$ cat src/rtl/jtframe_i2s_tx.sv
// I2S / left-justified stereo transmitter clocked from clk; BCLK is derived by an
// integer divider and each frame is latched from the sample holding registers.
module jtframe_i2s_tx #(
   parameter int CLKDIV     = 8,
   parameter int SNDW       = 16,
   parameter int SLOTW      = 32,
   parameter int SIGNED_SND = 1,
   parameter int FORMAT     = 0
) (
   input  logic            clk,
   input  logic            rst_n,
   input  logic [SNDW-1:0] snd_left,
   input  logic [SNDW-1:0] snd_right,
   input  logic            sample,
   input  logic            mute,
   output logic            bclk,
   output logic            lrck,
   output logic            sdata,
   output logic            frame
);
   // I2S needs one extra bit to carry the previous frame's right LSB into bitcnt 0.
   localparam int         SHW      = 2*SLOTW + ((FORMAT == 0) ? 1 : 0);
   localparam logic [7:0] CNT_LAST = 8'(CLKDIV-1);
   localparam logic [6:0] BIT_LAST = 7'(2*SLOTW-1);
   localparam logic [6:0] BIT_R    = 7'(SLOTW);

   logic [7:0]       cnt;
   logic [6:0]       bitcnt;
   logic [6:0]       bitcnt_nx;
   logic [SNDW-1:0]  hold_l;
   logic [SNDW-1:0]  hold_r;
   logic [SHW-1:0]   shifter;
   logic [SHW-1:0]   load_val;
   logic [SLOTW-1:0] slot_l;
   logic [SLOTW-1:0] slot_r;
   logic             tick;
   logic             fall;
   logic             wrap;

   // Sign-aligned placement: the converted sample occupies the slot MSBs.
   function automatic logic [SLOTW-1:0] to_slot(input logic [SNDW-1:0] s);
      logic [SNDW-1:0] c;
      c = s;
      if (SIGNED_SND == 0) c[SNDW-1] = ~s[SNDW-1];
      return {c, {(SLOTW-SNDW){1'b0}}};
   endfunction

   assign tick      = (cnt == CNT_LAST);
   assign fall      = tick & bclk;
   assign wrap      = (bitcnt == BIT_LAST);
   assign bitcnt_nx = wrap ? 7'd0 : bitcnt + 7'd1;
   assign slot_l    = mute ? '0 : to_slot(hold_l);
   assign slot_r    = mute ? '0 : to_slot(hold_r);
   assign sdata     = shifter[SHW-1];

   generate
      if (FORMAT == 0) begin : g_i2s
         assign load_val = {shifter[SHW-2], slot_l, slot_r};
      end else begin : g_lj
         assign load_val = {slot_l, slot_r};
      end
   endgenerate

   always_ff @(posedge clk or negedge rst_n) begin
      if (!rst_n) begin
         cnt  <= 8'd0;
         bclk <= 1'b0;
      end else if (tick) begin
         cnt  <= 8'd0;
         bclk <= ~bclk;
      end else begin
         cnt  <= cnt + 8'd1;
      end
   end

   always_ff @(posedge clk or negedge rst_n) begin
      if (!rst_n) begin
         hold_l <= '0;
         hold_r <= '0;
      end else if (sample) begin
         hold_l <= snd_left;
         hold_r <= snd_right;
      end
   end

   // Everything the DAC sees changes on the BCLK falling edge.
   always_ff @(posedge clk or negedge rst_n) begin
      if (!rst_n) begin
         bitcnt  <= BIT_LAST;
         lrck    <= 1'b0;
         frame   <= 1'b0;
         shifter <= '0;
      end else begin
         frame <= 1'b0;
         if (fall) begin
            bitcnt <= bitcnt_nx;
            lrck   <= (bitcnt_nx >= BIT_R);
            if (wrap) begin
               shifter <= load_val;
               frame   <= 1'b1;
            end else begin
               shifter <= {shifter[SHW-2:0], 1'b0};
            end
         end
      end
   end
endmodule
$ cat config.mk
export PLATFORM = sky130hd
export DESIGN_NAME = jtframe_i2s_tx
export DESIGN_NICKNAME = d
export VERILOG_FILES = /design/src/rtl/jtframe_i2s_tx.sv
export SDC_FILE = /design/constraint.sdc
export NUM_CORES = 1
export LEC_CHECK = 0
export BUFFER_PORTS_ARGS = -buffer_cell sky130_fd_sc_hd__buf_2
export CAP_MARGIN = 15
export CELL_PAD_IN_SITES_DETAIL_PLACEMENT = 0
export CELL_PAD_IN_SITES_GLOBAL_PLACEMENT = 1
export CORE_MARGIN = 3
export CORE_UTILIZATION = 50
export CTS_CLUSTER_SIZE = 40
export DETAILED_ROUTE_END_ITERATION = 16
export GPL_TIMING_DRIVEN = 0
export PLACE_DENSITY = 0.83
export SLEW_MARGIN = 40
export SYNTH_ARGS = -nofsm -noshare
export SYNTH_HDL_FRONTEND = slang
export SYNTH_SLANG_ARGS = --single-unit
$ cat constraint.sdc
create_clock -name clk -period 4.65 [get_ports clk]
set_clock_uncertainty 0.1 [all_clocks]
set_input_delay 0.2325 -clock clk [delete_from_list [all_inputs] [get_ports clk]]
set_output_delay 0.2325 -clock clk [all_outputs]
set_load 0.03 [all_outputs]
==> impl_metrics.py <==
metrics = {
    "status": {
        "status": "completed",
    },
    "timing": {
        "slew_headroom_pct": 60.4,
        "max_freq_mhz": 457,
        "setup_viol": 0,
        "min_period_ps": 2190,
        "hold_slack_ps": 17.8,
        "rsz0062_at_grt": "false",
        "post-route-period-util_pct": 47.1,
        "maxSlewViolCount": 0,
        "tns_ps": 0,
        "hold_viol": 0,
        "worstMarginPinSlew_ps": 594,
    },
    "die": {
        "core-area_um2": 7770,
        "num_io_pins": 40,
        "rows": 32,
        "die_area_um2": 9190,
        "die_y_um": 95.9,
        "die_x_um": 95.9,
        "initial_core_util_pct": 52.0,
    },
    "cts": {
        "cts_buffer_depth": 2,
        "cts_sinks": 99,
        "clock_tree.root_cell": "clkbuf_8",
        "cts_resized": 0,
        "clock_latency_ps": 360,
        "cts_tree": "done",
        "clk_pin_slew_worst_paths_ps": 90,
        "h-tree-depth": 3,
        "cts_made_buffers": 9,
    },
    "logic_synthesis": {
        "synth_edf_count": 0,
        "synth_top_area_share_pct": 57.6,
        "yosysSeqAreaShare_pct": 61.5,
        "async_flop_share_pct": 100,
        "synthMuxAreaShare_pct": 9.20,
        "synth_compound_gate_area_share_pct": 12.8,
        "syn_inst": 292,
        "syn-cell-area_um2": 4040,
        "yosys.area_share.simple_pct": 10.7,
        "synthXorXnorAreaFrac_pct": 1.95,
        "ys_types": 36,
        "syn_avg_cell_area_um2": 13.8,
        "ys_top_cells_by_area": "dfrtp_1, mux2_2, a221o_1, and3_1, dfstp_2",
        "synthAdderAreaFrac_pct": 0.619,
        "synth_top_family_by_area": "compound AO/OA/AOI/OAI gates",
        "ys_ff_latch": 99,
        "synth_flop_cell": "dfrtp_1",
        "synth_top_area_cell": "dfrtp_1",
        "syn-num-nets": 330,
        "ys_warn_count": 0,
    },
    "placed_design": {
        "hpwlAfterDp_um": 5110,
        "io_buffers": 38,
        "gp_congestion": 0.802,
        "place_area_um2": 4400,
        "dp_cells": 433,
    },
    "detailed_routing": {
        "firstDrtPassIters": 4,
        "drt_iter0_markers": 128,
        "drc": 0,
        "vias_per_cell": 5.57,
        "drtAntennaViolNets": 0,
        "routedWlPerCell_um": 16.1,
        "finalWirelength_um": 7710,
        "route.vias.total": 2675,
    },
    "min_path": {
        "hp-class": "in2reg",
        "min-delay-start": "snd_right[0]",
        "holdPathEnd": "hold_r[0]",
        "holdPathStages": 2,
    },
    "global_route": {
        "grt.total_usage_pct": 19.0,
        "grt_pass1_wl_um": 13500,
        "grt_pass1_vias": 2772,
        "grt-ovfl-total": 0,
        "antenna_found_initial": 0,
        "grt_max_degree": 69,
    },
    "final_layout": {
        "antenna_cells": 0,
        "final_cell_area_um2": 4890,
        "stdcell_count": 480,
        "synthToLayoutAreaGrowth_pct": 20.9,
        "layout.nets": 411,
        "drive_gt1_share_pct": 29.4,
    },
    "worst_setup_path": {
        "crit_path_end_kind": "register",
        "start_kind": "register",
        "arrival_ps": 2330,
        "timing.reg2reg.setup_slack_ps": 2460,
        "worst-setup-path-type": "reg2reg",
        "r2r-start": "bitcnt[0]",
        "cp.required_ps": 4790,
        "critPathMaxFanout": 10,
        "reg2reg_depth": 6,
        "worst_r2r_endpoint": "shifter[62]",
    },
    "power": {
        "power.density_nw_per_um2": 308,
        "max-vdd-ir-drop_uv": 234,
        "cellLeakagePower_nw": 2.38,
    },
    "flow_run": {
        "cap_violations": 0,
    },
}
[cells by family (layout without fill, tap and decap cells)]
group | after synthesis | count (layout)
AND/OR/NAND/NOR | 71 | 71
AO/OA/AOI/OAI | 56 | 56
buffers and inverters | 22 | 108
multiplexers | 33 | 33
flip-flops | 99 | 99
adder cells (fa/ha/maj) | 2 | 2
XOR/XNOR | 9 | 9
[placed cells by master (no fill, tap or decap), types with 7 or more instances in the layout]
master / instances
clkbuf_1: 7
a22o_1: 18
a221o_1: 31
and3_1: 33
dlygate4sd3_1: 31
nand2_1: 12
buf_2: 44
mux2_2: 33
clkbuf_8: 11
dfrtp_1: 93
[per-stage QoR]
stage	utilization (%)	total power [W]	setup slack, ps
after floorplan	-	0.000949	2660
after global placement	56.1	0.000987	2270
after detailed placement	56.6	0.000995	2470
after CTS	62.9	0.00152	2450
after global routing	62.9	0.00157	2360
final	62.9	0.00150	2460
[flip-flops by register name, summed over array words and instances, names as in the netlist]
| register | flops |
|---|---|
| bclk | 1 |
| bitcnt | 7 |
| cnt | 8 |
| frame | 1 |
| hold_l | 16 |
| hold_r | 16 |
| lrck | 1 |
| shifter | 49 |
[cell type report]
type / instances / area, um^2
Sequential cell: 99 / 2480
Clock buffer: 13 / 159
Inverter: 1 / 3.75
Multi-Input combinational cell: 171 / 1430
Clock inverter: 3 / 21.3
Fill cell: 643 / 2880
Timing Repair Buffer: 70 / 538
Tap cell: 102 / 128
Buffer: 21 / 125
[critical path, stage by stage (launching register included)]
cell and delay, ps:
dfstp_2 580, ha_1 190, nand3_2 110, or3_4 420
buf_2 200, and3_1 200, a221o_1 260
[cells in the mapped netlist (all sizes together), types with 2 or more instances]
| cell | n |
|---|---|
| dfrtp | 93 |
| and3 | 33 |
| mux2 | 33 |
| a221o | 31 |
| a22o | 18 |
| buf | 16 |
| nand2 | 13 |
| nand3 | 7 |
| nor2 | 7 |
| dfstp | 6 |
| xnor2 | 6 |
| clkbuf | 5 |
| nor4 | 3 |
| xor2 | 3 |
| ha | 2 |
| nor3 | 2 |
[layer usage]
| metal | GRT usage, % | up-vias | part of all wire, % |
|---|---|---|---|
| met5 | 0 | - | 0 |
| met4 | 4.86 | 0 | 1.2 |
| met3 | 5.79 | 9 | 3.6 |
| met2 | 28.4 | 49 | 47 |
| met1 | 27.1 | 1358 | 48 |
| li1 | - | 1259 | - |
[worst max-delay path by stage]
stage	from	endpoint	slack (ps)	cells past startpoint
2_1_floorplan	bitcnt[0]	shifter[56]	2660	6
3_3_place_gp	rst_n	hold_r[10]	2270	1
3_5_place_dp	bitcnt[0]	shifter[62]	2470	6
4_1_cts	bitcnt[0]	shifter[62]	2450	6
5_1_grt	cnt[0]	shifter[58]	2360	7
6_report	bitcnt[0]	shifter[62]	2460	6
[what timing repair did]
item                                   4_1_cts  5_1_grt
setup buffers                                0        0
endpoints found under the hold margin      127        0
hold buffers                                31        0
[power by group]
group | internal [W] | switching [W]
registers | 0.000888 | 0.0000160
logic | 0.0000551 | 0.0000359
clock network | 0.000226 | 0.000284
(Power assumes the default switching activity.)
